$ cat src/rtl/sensor_packet_rx_if.sv
// rtl/sensor_packet_rx_if.sv - decoded count / frame status bundle out of sensor_packet_rx
//
// Signals:
//   count_valid  one-cycle strobe, count_tx/count_index/count_value are new
//   count_tx     transmitter index (letter - 'A') of the current line
//   count_index  receiver index within the line, 0..kRxCount-1
//   count_value  decoded 16-bit receiver count
//   frame_ok     one-cycle strobe, a complete well-formed line ended
//   frame_err    one-cycle strobe, malformed line or UART framing error
// Modports: master drives the bundle (the receiver), slave consumes it.
interface sensor_packet_rx_if;
    logic        count_valid;
    logic [3:0]  count_tx;
    logic [4:0]  count_index;
    logic [15:0] count_value;
    logic        frame_ok;
    logic        frame_err;

    modport master (
        output count_valid, count_tx, count_index, count_value, frame_ok, frame_err
    );

    modport slave (
        input count_valid, count_tx, count_index, count_value, frame_ok, frame_err
    );
endinterface

$ cat src/rtl/sensor_packet_rx.sv
// rtl/sensor_packet_rx.sv - 8-N-1 UART receiver plus ASCII hex line parser for sensor counts
//
// Ports:
//   clk     single clock, rising edge
//   rst_n   asynchronous active-low reset
//   rxd     asynchronous serial line, idle level set by kSerialInvert
//   rx_out  sensor_packet_rx_if.master: count strobe/fields, frame_ok, frame_err
//
// A line is one transmitter letter, kRxCount groups of kRxTimerNybbles lowercase
// hex digits, then '\n'. Counts are emitted as soon as their last digit arrives,
// so a consumer must drop the counts of a line that ends in frame_err.
module sensor_packet_rx #(
    parameter int kClockHz        = 25_000_000,
    parameter int kBitClocks      = 28,
    parameter bit kSerialInvert   = 1'b1,
    parameter int kTxCount        = 12,
    parameter int kRxCount        = 20,
    parameter int kRxTimerNybbles = 4
) (
    input  logic               clk,
    input  logic               rst_n,
    input  logic               rxd,
    sensor_packet_rx_if.master rx_out
);

    localparam int CW   = $clog2(kBitClocks);
    localparam int HALF = kBitClocks / 2;
    localparam int VW   = 4 * kRxTimerNybbles;
    localparam int DW   = $clog2(kRxTimerNybbles);
    localparam logic [7:0] LF = 8'h0a;

    // Mid-bit sampling needs a few clocks per bit to land near the bit centre.
    if (kBitClocks < 4 || kClockHz < kBitClocks) begin : g_bad_timing
        $error("sensor_packet_rx: kBitClocks out of range for kClockHz");
    end

    typedef enum logic [1:0] {U_IDLE, U_START, U_DATA, U_STOP} uart_state_t;
    typedef enum logic [1:0] {P_IDLE, P_HEX, P_EXPECT_NL, P_RESYNC} parse_state_t;

    // ---------------- registers ----------------
    logic          sync1, sync2, line_prev;
    uart_state_t   u_state, u_nxt;
    logic [CW-1:0] bit_cnt, bit_cnt_nxt;
    logic [2:0]    bit_idx, bit_idx_nxt;
    logic [7:0]    shreg, shreg_nxt;
    logic [7:0]    byte_data, byte_data_nxt;
    logic          byte_valid, byte_valid_nxt;
    logic          byte_err, byte_err_nxt;

    parse_state_t  p_state, p_nxt;
    logic [DW-1:0] digit_cnt, digit_cnt_nxt;
    logic [4:0]    idx_cnt, idx_cnt_nxt;
    logic [VW-1:0] acc, acc_nxt;

    logic          cv_q, cv_nxt;
    logic          ok_q, ok_nxt;
    logic          err_q, err_nxt;
    logic [3:0]    tx_q, tx_nxt;
    logic [4:0]    index_q, index_nxt;
    logic [VW-1:0] value_q, value_nxt;

    // Logical line level: 1 = idle/mark after polarity correction.
    logic line;
    assign line = sync2 ^ kSerialInvert;

    // ---------------- byte classification ----------------
    logic          is_letter, is_hex;
    logic [3:0]    nyb;
    logic [VW-1:0] acc_shift;

    always_comb begin
        is_letter = (int'(byte_data) >= 32'h41) && (int'(byte_data) < 32'h41 + kTxCount);
        is_hex    = ((byte_data >= 8'h30) && (byte_data <= 8'h39)) ||
                    ((byte_data >= 8'h61) && (byte_data <= 8'h66));
        // '0'..'9' carry their value in the low nybble; 'a'..'f' are 0x61.. so +9.
        nyb       = (byte_data <= 8'h39) ? byte_data[3:0] : byte_data[3:0] + 4'd9;
        acc_shift = {acc[VW-5:0], nyb};
    end

    // ---------------- next-state logic ----------------
    always_comb begin
        u_nxt          = u_state;
        bit_cnt_nxt    = bit_cnt;
        bit_idx_nxt    = bit_idx;
        shreg_nxt      = shreg;
        byte_data_nxt  = byte_data;
        byte_valid_nxt = 1'b0;
        byte_err_nxt   = 1'b0;

        p_nxt          = p_state;
        digit_cnt_nxt  = digit_cnt;
        idx_cnt_nxt    = idx_cnt;
        acc_nxt        = acc;
        cv_nxt         = 1'b0;
        ok_nxt         = 1'b0;
        err_nxt        = 1'b0;
        tx_nxt         = tx_q;
        index_nxt      = index_q;
        value_nxt      = value_q;

        // UART: edge-triggered start so a stuck-low line after a bad stop bit
        // cannot retrigger; the stop sample returns straight to U_IDLE so the
        // next start edge half a bit later is caught with no idle gap.
        case (u_state)
            U_IDLE: begin
                if (line_prev && !line) begin
                    u_nxt       = U_START;
                    bit_cnt_nxt = '0;
                end
            end
            U_START: begin
                if (bit_cnt == CW'(HALF - 1)) begin
                    bit_cnt_nxt = '0;
                    bit_idx_nxt = '0;
                    u_nxt       = line ? U_IDLE : U_DATA;
                end else begin
                    bit_cnt_nxt = bit_cnt + 1'b1;
                end
            end
            U_DATA: begin
                if (bit_cnt == CW'(kBitClocks - 1)) begin
                    bit_cnt_nxt = '0;
                    shreg_nxt   = {line, shreg[7:1]};
                    bit_idx_nxt = bit_idx + 1'b1;
                    if (bit_idx == 3'd7) begin
                        u_nxt = U_STOP;
                    end
                end else begin
                    bit_cnt_nxt = bit_cnt + 1'b1;
                end
            end
            U_STOP: begin
                if (bit_cnt == CW'(kBitClocks - 1)) begin
                    bit_cnt_nxt = '0;
                    u_nxt       = U_IDLE;
                    if (line) begin
                        byte_valid_nxt = 1'b1;
                        byte_data_nxt  = shreg;
                    end else begin
                        byte_err_nxt = 1'b1;
                    end
                end else begin
                    bit_cnt_nxt = bit_cnt + 1'b1;
                end
            end
            default: u_nxt = U_IDLE;
        endcase

        // Parser: consumes the byte strobes registered by the UART above.
        if (byte_err) begin
            // Framing errors while already resyncing are part of the same bad line.
            err_nxt = (p_state != P_RESYNC);
            p_nxt   = P_RESYNC;
        end else if (byte_valid) begin
            case (p_state)
                P_IDLE: begin
                    if (is_letter) begin
                        tx_nxt        = byte_data[3:0] - 4'd1;
                        digit_cnt_nxt = '0;
                        idx_cnt_nxt   = '0;
                        acc_nxt       = '0;
                        p_nxt         = P_HEX;
                    end else if (byte_data != LF) begin
                        err_nxt = 1'b1;
                        p_nxt   = P_RESYNC;
                    end
                end
                P_HEX: begin
                    if (is_hex) begin
                        acc_nxt       = acc_shift;
                        digit_cnt_nxt = digit_cnt + 1'b1;
                        if (digit_cnt == DW'(kRxTimerNybbles - 1)) begin
                            digit_cnt_nxt = '0;
                            cv_nxt        = 1'b1;
                            value_nxt     = acc_shift;
                            index_nxt     = idx_cnt;
                            idx_cnt_nxt   = idx_cnt + 1'b1;
                            if (idx_cnt == 5'(kRxCount - 1)) begin
                                p_nxt = P_EXPECT_NL;
                            end
                        end
                    end else begin
                        err_nxt = 1'b1;
                        p_nxt   = P_RESYNC;
                    end
                end
                P_EXPECT_NL: begin
                    if (byte_data == LF) begin
                        ok_nxt = 1'b1;
                        p_nxt  = P_IDLE;
                    end else begin
                        err_nxt = 1'b1;
                        p_nxt   = P_RESYNC;
                    end
                end
                P_RESYNC: begin
                    if (byte_data == LF) begin
                        p_nxt = P_IDLE;
                    end
                end
                default: p_nxt = P_IDLE;
            endcase
        end
    end

    // ---------------- state registers ----------------
    always_ff @(posedge clk or negedge rst_n) begin
        if (!rst_n) begin
            sync1      <= ~kSerialInvert;
            sync2      <= ~kSerialInvert;
            line_prev  <= 1'b1;
            u_state    <= U_IDLE;
            bit_cnt    <= '0;
            bit_idx    <= '0;
            shreg      <= '0;
            byte_data  <= '0;
            byte_valid <= 1'b0;
            byte_err   <= 1'b0;
            p_state    <= P_IDLE;
            digit_cnt  <= '0;
            idx_cnt    <= '0;
            acc        <= '0;
            cv_q       <= 1'b0;
            ok_q       <= 1'b0;
            err_q      <= 1'b0;
            tx_q       <= '0;
            index_q    <= '0;
            value_q    <= '0;
        end else begin
            sync1      <= rxd;
            sync2      <= sync1;
            line_prev  <= line;
            u_state    <= u_nxt;
            bit_cnt    <= bit_cnt_nxt;
            bit_idx    <= bit_idx_nxt;
            shreg      <= shreg_nxt;
            byte_data  <= byte_data_nxt;
            byte_valid <= byte_valid_nxt;
            byte_err   <= byte_err_nxt;
            p_state    <= p_nxt;
            digit_cnt  <= digit_cnt_nxt;
            idx_cnt    <= idx_cnt_nxt;
            acc        <= acc_nxt;
            cv_q       <= cv_nxt;
            ok_q       <= ok_nxt;
            err_q      <= err_nxt;
            tx_q       <= tx_nxt;
            index_q    <= index_nxt;
            value_q    <= value_nxt;
        end
    end

    assign rx_out.count_valid = cv_q;
    assign rx_out.count_tx    = tx_q;
    assign rx_out.count_index = index_q;
    assign rx_out.count_value = value_q;
    assign rx_out.frame_ok    = ok_q;
    assign rx_out.frame_err   = err_q;

endmodule

$ cat src/flat_wrapper.sv
// flat-port wrapper written by rule: the top's interface ports become plain ports
module sensor_packet_rx_flat 
#(
    parameter int kClockHz        = 25_000_000,
    parameter int kBitClocks      = 28,
    parameter bit kSerialInvert   = 1'b1,
    parameter int kTxCount        = 12,
    parameter int kRxCount        = 20,
    parameter int kRxTimerNybbles = 4
)
  (clk, rst_n, rxd, rx_out_count_valid, rx_out_count_tx, rx_out_count_index, rx_out_count_value, rx_out_frame_ok, rx_out_frame_err);
  sensor_packet_rx_if rx_out_i ();
  input  logic clk;
  input  logic rst_n;
  input  logic rxd;
  output wire logic [$bits(rx_out_i.count_valid)-1:0] rx_out_count_valid;
  output wire logic [$bits(rx_out_i.count_tx)-1:0] rx_out_count_tx;
  output wire logic [$bits(rx_out_i.count_index)-1:0] rx_out_count_index;
  output wire logic [$bits(rx_out_i.count_value)-1:0] rx_out_count_value;
  output wire logic [$bits(rx_out_i.frame_ok)-1:0] rx_out_frame_ok;
  output wire logic [$bits(rx_out_i.frame_err)-1:0] rx_out_frame_err;
  assign rx_out_count_valid = rx_out_i.count_valid;
  assign rx_out_count_tx = rx_out_i.count_tx;
  assign rx_out_count_index = rx_out_i.count_index;
  assign rx_out_count_value = rx_out_i.count_value;
  assign rx_out_frame_ok = rx_out_i.frame_ok;
  assign rx_out_frame_err = rx_out_i.frame_err;
  sensor_packet_rx #(.kClockHz(kClockHz), .kBitClocks(kBitClocks), .kSerialInvert(kSerialInvert), .kTxCount(kTxCount), .kRxCount(kRxCount), .kRxTimerNybbles(kRxTimerNybbles)) u_core (.clk(clk), .rst_n(rst_n), .rxd(rxd), .rx_out(rx_out_i));
endmodule
$ cat config.mk
export PLATFORM = sky130hd
export DESIGN_NAME = sensor_packet_rx_flat
export DESIGN_NICKNAME = d
export VERILOG_FILES = /design/src/rtl/sensor_packet_rx_if.sv /design/src/rtl/sensor_packet_rx.sv /design/src/flat_wrapper.sv
export SDC_FILE = /design/constraint.sdc
export NUM_CORES = 1
export LEC_CHECK = 0
export CAP_MARGIN = 25
export CORE_MARGIN = 5
export CORE_UTILIZATION = 30
export CTS_BUF_LIST = sky130_fd_sc_hd__clkbuf_16
export DETAILED_ROUTE_END_ITERATION = 6
export GPL_TIMING_DRIVEN = 0
export PLACE_DENSITY_LB_ADDON = 0.2
export SYNTH_ARGS = -nofsm -noshare
export SYNTH_HDL_FRONTEND = slang
export SYNTH_SLANG_ARGS = --single-unit
$ cat constraint.sdc
create_clock -name clk -period 5.59 [get_ports clk]
set_input_delay 1.118 -clock clk [delete_from_list [all_inputs] [get_ports clk]]
set_output_delay 1.118 -clock clk [all_outputs]
set_load 0.005 [all_outputs]
## Word level (Yosys, flattened, before mapping)

Index checks and enable logic that the tools add are counted.

- Flip-flop bits (word level): 80
- Output and inout bits: 28

- Add/subtract/negate cells: 6
- Order comparisons: 6
- Eq/ne operators: 26
- Muxes and demuxes: 58
- Bitwise operators: 2
- Reductions and logical operators: 20

Operator list:

| operator | count |
|---|---|
| $mux W2 | 18 |
| $mux W5 | 6 |
| $mux W12 | 2 |
| $pmux W12 S2 | 1 |
| $mux W1 | 21 |
| $reduce_and A5 Y1 | 4 |
| $ge A8 B7 Y1 const B | 2 |
| $ne A2 B1 Y1 const B | 8 |
| $pmux W2 S4 | 2 |
| $pmux W5 S3 | 1 |
| $add A5 B1 Y5 const B | 2 |
| $eq A2 B2 Y1 const B | 5 |
| $eq A5 B5 Y1 const B | 2 |
| $pmux W5 S2 | 1 |
| $eq A8 B4 Y1 const B | 1 |
| $ge A8 B6 Y1 const B | 1 |
| $le A8 B6 Y1 const B | 1 |
| $le A8 B7 Y1 const B | 1 |
| $lt A8 B7 Y1 const B | 1 |
| $ne A4 B3 Y1 const B | 2 |
| $ne A8 B4 Y1 const B | 1 |
| $mux W3 | 2 |
| $pmux W3 S2 | 1 |
| $reduce_and A3 Y1 | 2 |
| other kinds (22) | 30 |

## Logic depth before layout (Yosys ltp)

- Word-level depth: 7
- Gate-level depth with buffers: 10

## Worst setup path before layout

OpenSTA, ideal clock, no wires.

- Kind: reg2reg
- Start: reg u_core.byte_data[0]
- End: reg u_core.digit_cnt[0]
- Arrival time: 1.983 ns
- Setup slack: 3.482 ns
- Stages on the path, launching flop included: 7
- Buffers on the path: 0
- Clock period less this slack: 2.108 ns
- Path through: dfrtp_1 > inv_1 > ha_1 > or3b_1 > o2111a_2 > a21oi_4 > mux2_2

- Word-level cells in the longest chain between the ends: 5

Ends and longest elaborated chain:

| element | RTL line | RTL |
|---|---|---|
| from (decl) | sensor_packet_rx.sv:46 | `logic [7:0] byte_data, byte_data_nxt;` |
| from (signal assigned) | sensor_packet_rx.sv:237 | `byte_data <= byte_data_nxt;` |
| $ge A8 B6 Y1 (tied with other cells) | sensor_packet_rx.sv:73 | `is_hex = ((byte_data >= 8'h30) && (byte_data <= 8'h39)) \|\|` |
| $logic_and A1 B1 Y1 (on tied branches) | sensor_packet_rx.sv:73, sensor_packet_rx.sv:74 |  |
| $logic_or A1 B1 Y1 | sensor_packet_rx.sv:73 |  |
| $ne A2 B1 Y1 (no source line) | - |  |
| $reduce_and A5 Y1 (no source line) * | - |  |
| to (signal assigned) | sensor_packet_rx.sv:241 | `digit_cnt <= digit_cnt_nxt;` |
| to (decl) | sensor_packet_rx.sv:51 | `logic [DW-1:0] digit_cnt, digit_cnt_nxt;` |

Every way passes the cells marked *; elsewhere a longest branch is shown, timed or not.
A chain may end at the register's enable or synchronous reset.

## Final worst setup path

- Start: reg u_core.byte_data[0]
- End: reg u_core.value_q[6], in the netlist u_core.rx_out.count_value[6]

- Word-level cells in the longest chain between the ends: 4

Ends and longest elaborated chain:

| element | RTL line | RTL |
|---|---|---|
| $ge A8 B6 Y1 (tied with other cells) | sensor_packet_rx.sv:73 |  |
| $logic_and A1 B1 Y1 (on tied branches) | sensor_packet_rx.sv:73, sensor_packet_rx.sv:74 |  |
| $logic_or A1 B1 Y1 * | sensor_packet_rx.sv:73 |  |
| $reduce_and A5 Y1 (no source line) * | - |  |
| to (signal assigned) | sensor_packet_rx.sv:249 | `value_q <= value_nxt;` |
| to (decl) | sensor_packet_rx.sv:60 | `logic [VW-1:0] value_q, value_nxt;` |

Marks and branches as above.

==> impl_metrics.py <==
metrics = {
    "grt": {
        "grt-ovfl-total": 0,
        "antenna_found_initial": 0,
        "grt_usage_pct": 11.6,
        "grt_pass1_vias": 2671,
        "grt_max_degree": 50,
        "grt_pass1_wl_microns": 13300,
    },
    "detailed_routing": {
        "dr_total_vias": 2682,
        "drt_iter0_markers": 139,
        "drc": 0,
        "drtPass1Iterations": 4,
        "viasPerCell": 4.82,
        "postRouteAntennaNets": 0,
        "wire_per_inst_microns": 14.0,
        "routed_wl_microns": 7800,
    },
    "clock_tree": {
        "post_cts_buffers": 0,
        "cts.sinks": 80,
        "cts_htree_levels": 3,
        "cts_root_buf": "clkbuf_16",
        "clk_pin_slew_worst_paths_ns": 0.06,
        "cts_buffer_depth": 2,
        "clkLatencyLatePin_ns": 0.34,
        "cts_buffers": 9,
        "cts.repair.resized": 0,
        "cts_tree": "yes",
        "hold_buffers": 0,
    },
    "hold_path": {
        "hold_depth": 0,
        "worst_hold_path.endpoint": "u_core.sync2$_DFF_PN0_",
        "min_from": "u_core.sync1$_DFF_PN0_",
        "hold_class": "reg -> reg",
    },
    "sta": {
        "relSlewSlack_pct": 68.0,
        "finalSetupViolations": 0,
        "finalCritPeriodShare_pct": 44.0,
        "worstMarginPinSlew_ns": 0.467,
        "maxSlewViolCount": 0,
        "rsz0062_at_grt": "false",
        "fin_crit_ns": 2.46,
        "holdWs_ns": 0.347,
        "max_freq_ghz": 0.407,
        "tns_ns": 0,
        "timing.final.hold_violations": 0,
        "clock_skew_ns": 0.00601,
    },
    "yosys": {
        "yosysWarnings": 0,
        "seq_area_frac_synth_pct": 53.9,
        "synthesis.nets": 359,
        "synth-main-ff-cell": "dfrtp_1",
        "syn_area_sq_mm": 0.00371,
        "synth_cell_type_count": 55,
        "syn_avg_cell_area_sq_um": 10.9,
        "async_flop_share_pct": 100,
        "ys_seq_elements": 80,
        "synth-edff-count": 0,
        "synth_cells": 342,
    },
    "setup_path": {
        "critical_path.max_stage_delay_ns": 0.47,
        "reg2regPathDepth": 8,
        "timing.rr.start": "u_core.byte_data[0]$_DFFE_PN0P_",
        "path_common_cell": "inv_1",
        "worstPathMaxFanout": 10,
        "arrival_ns": 2.68,
        "worst-path-buf-inv": 3,
        "reg2reg_to": "u_core.rx_out.count_value[6]$_DFFE_PN0P_",
        "r2r_slack_ns": 3.13,
        "end_kind": "flip-flop",
        "worst-setup-path-type": "reg -> reg",
        "cp-start-kind": "flip-flop",
        "path_cells": "inv_1 > ha_1 > o21bai_1 > o22ai_2 > nand2_1 > inv_1 > buf_2 > mux2_2",
        "crit_required_ns": 5.81,
        "crit_slowest_cell": "dfrtp_1",
        "critPathTopFamily": "buffers and inverters",
    },
    "layout": {
        "multiInputGateArea_sq_mm": 0.00160,
        "nNetsFinal": 401,
        "seq_area_sq_mm": 0.00200,
        "area_growth_pct": 22.8,
        "post-route-util_pct": 37.8,
        "final_common_cell": "dfrtp_1",
        "layout_common_cells": "dfrtp_1 (79), nand2_1 (70), clkdlybuf4s50_1 (29)",
        "fillers": 1214,
        "fin_cells": 557,
        "layout-drive-gt1-share_pct": 16.2,
        "diodes": 0,
    },
    "pwr": {
        "power_density_mw_per_mm2": 298,
        "ir_drop_uv": 158,
        "leakage_nw": 2.15,
    },
    "floorplanning": {
        "initial_core_util_pct": 30.8,
        "core-area_sq_mm": 0.0121,
        "ios": 31,
        "fp-row-count": 40,
        "die_w_microns": 121,
        "die_area_sq_mm": 0.0147,
        "die_y_microns": 121,
    },
    "run": {
        "maxCapViolations": 0,
    },
    "placement": {
        "dp_cells": 541,
        "place_congestion": 0.842,
        "port_buffers": 30,
        "hpwl_microns": 5490,
    },
    "outcome": {
        "status": "complete, no violations",
    },
}
## power by group
group	internal (W)	switching, W	total, W	leakage, nW
logic	0.0000470	0.0000802	0.000127	0.883
registers	0.000593	0.0000160	0.000609	1.11
clock network	0.000388	0.000234	0.000622	0.158
total	0.00103	0.000331	0.00136	2.15
## area by class of cell
type / instances / share of cell area, %
buffer: 12 / 1.65
clock buffer: 9 / 4.94
clock inverter: 7 / 1.89
inverter: 10 / 0.823
multi-input combinational: 240 / 35.1
sequential: 80 / 43.9
tap: 168 / 4.61
timing repair buffer: 31 / 7.13
## worst max path at each step
| stage | start | end | depth (start not counted) |
|---|---|---|---|
| CTS | u_core.byte_data[0]$_DFFE_PN0P_ | u_core.rx_out.count_value[6]$_DFFE_PN0P_ | 8 |
| detailed placement | u_core.byte_data[0]$_DFFE_PN0P_ | u_core.rx_out.count_value[6]$_DFFE_PN0P_ | 8 |
| floorplan | u_core.byte_data[0]$_DFFE_PN0P_ | u_core.digit_cnt[0]$_DFFE_PN0P_ | 6 |
| global placement | rst_n | u_core.bit_cnt[2]$_DFFE_PN0N_ | 1 |
| global route | u_core.byte_data[0]$_DFFE_PN0P_ | u_core.rx_out.count_value[3]$_DFFE_PN0P_ | 8 |
| finish | u_core.byte_data[0]$_DFFE_PN0P_ | u_core.rx_out.count_value[6]$_DFFE_PN0P_ | 8 |
## flip-flops by register name (all words and copies together) (netlist names), 2 cells and up, named ones only
register                   cells
u_core.acc                    12
u_core.bit_cnt                 5
u_core.bit_idx                 3
u_core.byte_data               8
u_core.digit_cnt               2
u_core.idx_cnt                 5
u_core.p_state                 2
u_core.rx_out.count_index      5
u_core.rx_out.count_tx         4
u_core.rx_out.count_value     16
u_core.shreg                   8
## per-layer routing
| metal | wire length [microns] | vias to the layer above | track usage [%] |
|---|---|---|---|
| met5 | 0 | - | 0 |
| met4 | 216 | 0 | 4.97 |
| met3 | 354 | 15 | 4.71 |
| met2 | 3540 | 55 | 18.1 |
| met1 | 3700 | 1324 | 14.2 |
| li1 | - | 1288 | - |
## kinds of logic after synthesis
logic type	synth area share (%)
xor+xnor	1.65
compound gates	12.2
flops	53.9
fa+ha+maj	4.72
simple gates	17.5
mux	6.94
buf+inv	3.03
## stage by stage
step / total power, W / cell area [sq um] / setup WS (ns)
2_1_floorplan: 0.000702 / 3710 / 3.48
6_report: 0.00136 / 4560 / 3.13
3_5_place_dp: 0.000747 / 4250 / 3.13
4_1_cts: 0.00137 / 4560 / 3.14
3_3_place_gp: 0.000736 / 4230 / 0.402
5_1_grt: 0.00143 / 4560 / 2.93
## cell usage after synthesis (all sizes together), types with 2 or more instances
| master | number | area share, % |
|---|---|---|
| and3 | 4 | 0.74 |
| clkbuf | 2 | 0.20 |
| a21o | 4 | 0.81 |
| o21bai | 2 | 0.40 |
| o21ai | 27 | 3.6 |
| dfrtp | 79 | 53 |
| nand4 | 4 | 0.67 |
| a21oi | 13 | 2.1 |
| buf | 10 | 1.8 |
| a31oi | 2 | 0.34 |
| xnor2 | 6 | 1.4 |
| nand3b | 2 | 0.40 |
| nor3 | 6 | 1.1 |
| and4 | 2 | 0.47 |
| nor2 | 5 | 0.51 |
| mux2 | 22 | 6.7 |
| nand2b | 2 | 0.34 |
| ha | 14 | 4.7 |
| and3b | 2 | 0.47 |
| nand4b | 2 | 0.47 |
| o22ai | 2 | 0.51 |
| a22o | 11 | 2.7 |
| nand3 | 17 | 2.3 |
| nand2 | 71 | 7.4 |
| inv | 10 | 1.0 |
Power figures use the tool's default switching activity.
